`src/rtl/serial_addsub_ctrl.sv`:
```
// Bit-serial add/subtract sequencer: one full-adder slice, LSB-first, one bit per clock.
// Latency: start accepted at edge k -> busy for WIDTH cycles -> done pulse after edge k+WIDTH.
// Backpressure: none; start is sampled only in IDLE/DONE and ignored while RUN.
// Optional feature macro: SERIAL_OVF_EN adds the signed-overflow output ovf.
module serial_addsub_ctrl #(
    parameter int WIDTH = 8
) (
    input  logic             clk,
    input  logic             rst,
    input  logic             start,
    input  logic             op,
    input  logic [WIDTH-1:0] a,
    input  logic [WIDTH-1:0] b,
    output logic             busy,
    output logic             done,
    output logic [WIDTH-1:0] result,
`ifdef SERIAL_OVF_EN
    output logic             ovf,
`endif
    output logic             cout
);

    localparam int CW = $clog2(WIDTH);

    typedef enum logic [1:0] {
        S_IDLE = 2'd0,
        S_RUN  = 2'd1,
        S_DONE = 2'd2
    } state_t;

    state_t           state_q, state_d;
    logic [WIDTH-1:0] sa_q, sa_d;
    logic [WIDTH-1:0] sb_q, sb_d;
    logic [WIDTH-1:0] res_q, res_d;
    logic [CW-1:0]    cnt_q, cnt_d;
    logic             opr_q, opr_d;
    logic             c_q, c_d;
    logic             busy_q, busy_d;
    logic             done_q, done_d;
    logic             cout_q, cout_d;
`ifdef SERIAL_OVF_EN
    logic             ovf_q, ovf_d;
`endif

    // Adder slice signals for the bit currently at the bottom of the shift regs
    logic e_bit, s_bit, c_nxt, last_bit;

    // Next-state, slice arithmetic and registered-output computation
    always_comb begin
        e_bit    = sb_q[0] ^ opr_q;
        s_bit    = sa_q[0] ^ e_bit ^ c_q;
        c_nxt    = (sa_q[0] & e_bit) | (c_q & (sa_q[0] ^ e_bit));
        last_bit = (cnt_q == CW'(WIDTH - 1));

        state_d = state_q;
        sa_d    = sa_q;
        sb_d    = sb_q;
        res_d   = res_q;
        cnt_d   = cnt_q;
        opr_d   = opr_q;
        c_d     = c_q;
        busy_d  = 1'b0;
        done_d  = 1'b0;
        cout_d  = cout_q;
`ifdef SERIAL_OVF_EN
        ovf_d   = ovf_q;
`endif

        case (state_q)
            S_IDLE, S_DONE: begin
                if (start) begin
                    // Result is deliberately not cleared: it holds until the first shift
                    state_d = S_RUN;
                    sa_d    = a;
                    sb_d    = b;
                    opr_d   = op;
                    c_d     = op;
                    cnt_d   = '0;
                    busy_d  = 1'b1;
`ifdef SERIAL_OVF_EN
                    ovf_d   = 1'b0;
`endif
                end else begin
                    state_d = S_IDLE;
                end
            end
            S_RUN: begin
                sa_d  = sa_q >> 1;
                sb_d  = sb_q >> 1;
                res_d = {s_bit, res_q[WIDTH-1:1]};
                c_d   = c_nxt;
                cnt_d = cnt_q + CW'(1);
                if (last_bit) begin
                    state_d = S_DONE;
                    cnt_d   = '0;
                    done_d  = 1'b1;
                    cout_d  = c_nxt;
`ifdef SERIAL_OVF_EN
                    // c_q is the carry into the MSB slice on this cycle
                    ovf_d   = c_q ^ c_nxt;
`endif
                end else begin
                    busy_d = 1'b1;
                end
            end
            default: begin
                state_d = S_IDLE;
            end
        endcase
    end

    // State and output registers with synchronous reset
    always_ff @(posedge clk) begin
        if (rst) begin
            state_q <= S_IDLE;
            sa_q    <= '0;
            sb_q    <= '0;
            res_q   <= '0;
            cnt_q   <= '0;
            opr_q   <= 1'b0;
            c_q     <= 1'b0;
            busy_q  <= 1'b0;
            done_q  <= 1'b0;
            cout_q  <= 1'b0;
`ifdef SERIAL_OVF_EN
            ovf_q   <= 1'b0;
`endif
        end else begin
            state_q <= state_d;
            sa_q    <= sa_d;
            sb_q    <= sb_d;
            res_q   <= res_d;
            cnt_q   <= cnt_d;
            opr_q   <= opr_d;
            c_q     <= c_d;
            busy_q  <= busy_d;
            done_q  <= done_d;
            cout_q  <= cout_d;
`ifdef SERIAL_OVF_EN
            ovf_q   <= ovf_d;
`endif
        end
    end

    assign busy   = busy_q;
    assign done   = done_q;
    assign result = res_q;
    assign cout   = cout_q;
`ifdef SERIAL_OVF_EN
    assign ovf    = ovf_q;
`endif

endmodule
```
`config.mk`:
```
export PLATFORM = sky130hd
export DESIGN_NAME = serial_addsub_ctrl
export DESIGN_NICKNAME = d
export VERILOG_FILES = /design/src/rtl/serial_addsub_ctrl.sv
export SDC_FILE = /design/constraint.sdc
export NUM_CORES = 1
export LEC_CHECK = 0
export ABC_AREA = 1
export CORE_MARGIN = 4
export CORE_UTILIZATION = 33
export DETAILED_ROUTE_END_ITERATION = 7
export PLACE_DENSITY = 0.55
export SLEW_MARGIN = 20
export SYNTH_ARGS = -nofsm -noshare
export SYNTH_HDL_FRONTEND = slang
export SYNTH_SLANG_ARGS = --single-unit
```
`constraint.sdc`:
```
create_clock -name clk -period 1.05 [get_ports clk]
set_input_delay 0.1575 -clock clk [delete_from_list [all_inputs] [get_ports clk]]
set_output_delay 0.1575 -clock clk [all_outputs]
set_load 0.1 [all_outputs]
```
======== Word level (Yosys, flattened, before mapping) ========
Index checks and enable logic that the tools add are counted.
word-level totals
  ROM bits ................................ 0
  memories ................................ 0
  logic and storage cells ................. 46
  output and inout bits ................... 11
  latch bits .............................. 0
  register bits ........................... 34
  input bits .............................. 20
  RAM bits ................................ 0
operators by class
  $lt $le $gt $ge ......................... 0
  bitwise operators ....................... 7
  shift operators ......................... 0
  multipliers ............................. 0
  multiplexer cells ....................... 16
  reduce and logical (&&, ||, !) cells .... 7
  add/subtract/negate cells ............... 1
  divide/modulo/power cells ............... 0
  equal/unequal tests ..................... 5
operators by type and width
  cell                                                  number
  one-hot mux 8 bit (2 select lines)                    2
  two-way mux 8 bit                                     2
  two-way mux 3 bit                                     2
  one-hot mux 3 bit (2 select lines)                    1
  AND reduction 2 bit                                   3
  two-way mux 1 bit                                     5
  inequality test 2 bit (second input constant)         2
  one-hot mux 1 bit (2 select lines)                    2
  one-hot mux 2 bit (2 select lines)                    1
  OR reduction 2 bit                                    2
  adder 3 x 1 -> 3 bit (second input constant)          1
  equality test 3 bit (second input constant)           1
  bitwise XOR 1 bit                                     3
  AND 1 bit                                             2
  equality test 2 x 1 -> 1 bit (second input constant)  1
  equality test 2 bit (second input constant)           1
  logical NOT 2 bit                                     1
  two-way mux 2 bit                                     1
  nonzero test 2 bit                                    1
  inverter 1 bit                                        1
  bitwise OR 1 bit                                      1

======== Logic depth before layout (Yosys ltp) ========
  word-level depth ........................ 5
  gate-level depth with buffers ........... 7
  mapped depth without buffers ............ 7

======== Worst setup path before layout ========
No wires, ideal clock.
  path kind ............................... reg-to-reg
  start ................................... reg, netlist name result[7]
  end ..................................... reg res_q[7], in the netlist result[7]
  setup slack ............................. -0.279 ns
  library setup time ...................... 0.071 ns
  arrival time ............................ 1.258 ns
  clock period less this slack ............ 1.329 ns
  required time ........................... 0.979 ns
  stages on the path, launching flop included .. 3
  buffers on the path ..................... 0
  cell sequence ........................... dfxtp_1 o21ai_0 a21oi_1
RTL lines
  element               RTL line  text
  to (signal assigned)  132       res_q <= res_d;
  to (decl)             34        logic [WIDTH-1:0] res_q, res_d;

======== Worst setup path in the final report ========
  start ................................... reg sb_q[0]
  end ..................................... reg cout_q, in the netlist cout
between the ends
  cells in the longest elaborated chain, start to end .. 4
  elaborated cells between the ends (all ways) .. 5
  those cells by class .................... 5 x bitwise
RTL lines
  element                 RTL line  text
  from (decl)             33        logic [WIDTH-1:0] sb_q, sb_d;
  from (signal assigned)  117       sb_q <= '0;
  from (signal assigned)  131       sb_q <= sb_d;
  bitwise XOR 1 bit *     50        e_bit = sb_q[0] ^ opr_q;
  bitwise XOR 1 bit       52        c_nxt = (sa_q[0] & e_bit) | (c_q & (sa_q[0] ^ e_bit));
  AND 1 bit               52
  bitwise OR 1 bit *      52
  to (signal assigned)    138       cout_q <= cout_d;
  to (decl)               40        logic cout_q, cout_d;
Every way passes the cells marked *; elsewhere a longest branch is shown, timed or not.
A chain may end at the register's enable or synchronous reset.

==> metrics.md <==
| Metric | Value |
|---|---|
| Max stage delay on crit path | `340 ps` |
| Yosys reg bits | `34` |
| Max-slew violation count | `0` |
| Endpoint, Worst Hold | `opr_q` |
| Worst Setup End Kind | `flip-flop` |
| Post-Synth Simple-Gate Area | `33.6%` |
| Seq/Total Area, Yosys | `45.0%` |
| Clock slew at reported path FFs | `70 ps` |
| Multiplexer area fraction after synthesis | `0%` |
| N_diodes | `0` |
| Sequential Power Share | `41.4%` |
| RR Startpoint | `sb_q[0]` |
| CP Max Fanout | `2` |
| Met1 Track Usage GR | `16.5%` |
| Final Skew | `6.17 ps` |
| Pin count of the biggest net entering global routing | `39` |
| Crit start category | `flip-flop` |
| Post-DP HPWL | `2250 µm` |
| Reg2Reg Depth | `7` |
| R2R setup slack | `-150 ps` |
| Chip Height | `75.7 µm` |
| Worst slew pin tran | `274 ps` |
| Main combinational cell family by area after synthesis | `simple AND/OR/NAND/NOR gates` |
| Starting density of the core | `34.5%` |
| R2r endpoint | `cout` |
| Hold path startpoint | `start` |
| Post-placement setup slack | `-329 ps` |
| Busiest grt layer | `met2` |
| CTS max path bufs | `2` |
| Critical Path RT | `1270 ps` |
| Slew headroom | `81.7%` |
| PortBufs | `30` |
| Power Dens Cells | `1380 nW/µm²` |
| Final hold violations | `0` |
| Sw frac | `33.3%` |
| GR Overflow Total | `0` |
| Num CTS Buffers | `5` |
| Unique masters post-synth | `20` |
| Clk sinks | `34` |
| Kind of critical path | `flip-flop to flip-flop` |
| Hold slack | `405 ps` |
| Synth warn | `0` |
| Overall routing resource usage | `13.3%` |
| # rows | `24` |
| First-pass GRT wire length | `5610 µm` |
| # IOs | `31` |
| Met2 Use GR | `20.9%` |
| CP Data Arrival Time | `1420 ps` |
| Layout Area Growth over Synthesis | `70.6%` |
| Run status | `finished, violations left` |
| Mapped Cells | `204` |
| DR vias | `1436` |
| Post-Syn Nets | `227` |
| Clock share of power | `25.2%` |
| Cell internal pwr | `2.38 mW` |
| Layout filler cell count | `386` |
| Final period util | `115%` |
| Post-Synth XOR/XNOR Area | `0.579%` |
| Vias per inst | `4.79` |
| Initial antenna violation count | `0` |
| DRT Pass-1 Iters | `4` |
| Most frequent cells in the layout | `nor2_1 (25), nand3_1 (23), inv_1 (20)` |
| Combinational group share of total power | `33.3%` |
| Min cycle time layout | `1200 ps` |
| Total Neg Setup Slack | `-1230 ps` |
| Layout cells sized above 1 | `45.6%` |
| Syn Std Cell Area | `1510 µm²` |
| Syn avg cell area | `7.42 µm²` |
| Per-cell routed wire length | `13.0 µm` |
| Overall die width | `75.7 µm` |
| Nets | `271` |
| P_sw | `1.19 mW` |
| Number of global-route vias before repair | `1231` |
| Final WL | `3910 µm` |
| Worst hold stages | `3` |
| Commonest non-fill, non-tap cell in the layout | `nor2_1` |
| Depth of the CTS H-tree | `2` |
| Post-Synth Adder-Cell Area | `2.98%` |
| Hold crit path type | `primary input to flip-flop` |
| Worst VDD drop | `0.605 mV` |
| GPL Wtd Cong | `0.740` |
| Synth Area in Compound Gates | `5.62%` |
| Clk Latency, worst-skew pair | `280 ps` |
| Final WS setup | `-153 ps` |
| Area of the core | `4380 µm²` |
| Slowest cell on crit path | `dfxtp_2` |
| Failing checks | `negative setup slack` |
| Crit-path cells | `xnor2_2, fa_2, inv_2, buf_4, buf_6, nand2_1, nand2_1` |
| Fmax | `831 MHz` |
| Most used cell, CP | `nand2_1` |
| CTS root buffer | `clkbuf_8` |
| Power Total | `3.57 mW` |
| Max-cap violations | `0` |
| Post-DRT Antenna Nets | `0` |
| Routing usage on met3 | `5.01%` |
| RSZ-0062 raised after global routing | `yes` |
| Die ar. | `5730 µm²` |
| Leakage power | `1.06 nW` |
| Core Util, Final | `58.8%` |
| Setup violations, final | `20` |
| DRC viols | `0` |
| CTS tree | `done` |
| Iter 0 DRT Violations | `61` |
==> power groups by stage <==
stage / registers, mW / clock network, mW / logic (mW)
final: 1.48 / 0.901 / 1.19
after global routing: 1.49 / 1.01 / 1.27
after CTS: 1.47 / 0.930 / 0.976
after detailed placement: 1.49 / 0 / 0.889
after global placement: 1.49 / 0 / 0.886
after floorplan: 1.69 / 0 / 0.375
==> per-stage QoR <==
stage	cells	cell area (µm²)
3_5_place_dp	284	2020
6_report	300	2580
3_3_place_gp	284	2020
5_1_grt	300	2580
4_1_cts	295	2240
2_1_floorplan	204	1520
==> what timing repair did <==
| item | in CTS | in global routing |
|---|---|---|
| endpoints found under the hold margin | 0 | 0 |
| setup endpoints to repair | 24 | 35 |
| buffers inserted | 2 | 3 |
| hold buffers | 0 | 0 |
| pin swaps | 2 | 15 |
| cloned | 2 | 2 |
| gates resized for setup | 24 | 82 |
==> flip-flops by register name, summed over array words and instances (netlist names) <==
register / count
result: 8
sa_q: 8
sb_q: 8
cnt_q: 3
state_q: 2
busy: 1
c_q: 1
cout: 1
done: 1
opr_q: 1
==> worst max-delay path, delay by kind of cell, from the launching register on <==
| family | cells | cell delay, ps |
|---|---|---|
| xor gates and xnor gates | 1 | 140 |
| DFF | 1 | 340 |
| adders and majority gates | 1 | 330 |
| and+or+nand+nor | 2 | 90 |
| buffers and inverters | 3 | 240 |
==> worst max-delay path by stage <==
stage / depth (start not counted) / end / slack, ps / startpoint
detailed placement: 4 / sa_q[6] / -330 / start
finish: 7 / cout / -150 / sb_q[0]
global placement: 4 / sa_q[6] / -320 / start
CTS: 3 / result[7] / -140 / sb_q[0]
global route: 7 / c_q / -210 / sb_q[0]
floorplan: 2 / result[0] / -250 / result[1]
==> cell families after synthesis <==
logic type,after synthesis
buffers and inverters,36
DFF,34
and+or+nand+nor,113
xor gates and xnor gates,1
adders and majority gates,3
AOI/OAI and AO/OA,17
==> metal layers <==
layer  wire length, µm  share of wire, %  vias to the layer above
li1                  -                 -                      744
met1              1710                44                      664
met5                 0                 0                        -
met2              1960                50                       19
met3               137               3.5                        9
met4               104               2.7                        0
==> synth_stat cells, drive strengths merged <==
| master | count | share of area [%] |
|---|---|---|
| xnor2 | 1 | 0.58 |
| ha | 2 | 1.7 |
| fa | 1 | 1.3 |
| a21oi | 9 | 3.0 |
| dfxtp | 34 | 45 |
| clkbuf | 3 | 0.74 |
| nor2 | 35 | 9.3 |
| buf | 10 | 5.8 |
| nand2 | 27 | 7.4 |
| o21ai | 8 | 2.6 |
| inv | 23 | 5.7 |
| nor3 | 14 | 4.6 |
| nand3 | 37 | 12 |
==> cell type report <==
class | instances | area (µm²) | area share, %
Inverter | 23 | 88.8 | 3.44
Timing Repair Buffer | 50 | 687 | 26.6
Sequential cell | 34 | 711 | 27.5
Clock buffer | 7 | 76.3 | 2.96
Tap cell | 52 | 65.1 | 2.52
Multi-Input combinational cell | 134 | 952 | 36.9
No activity file was read; power rests on OpenSTA's default activity.
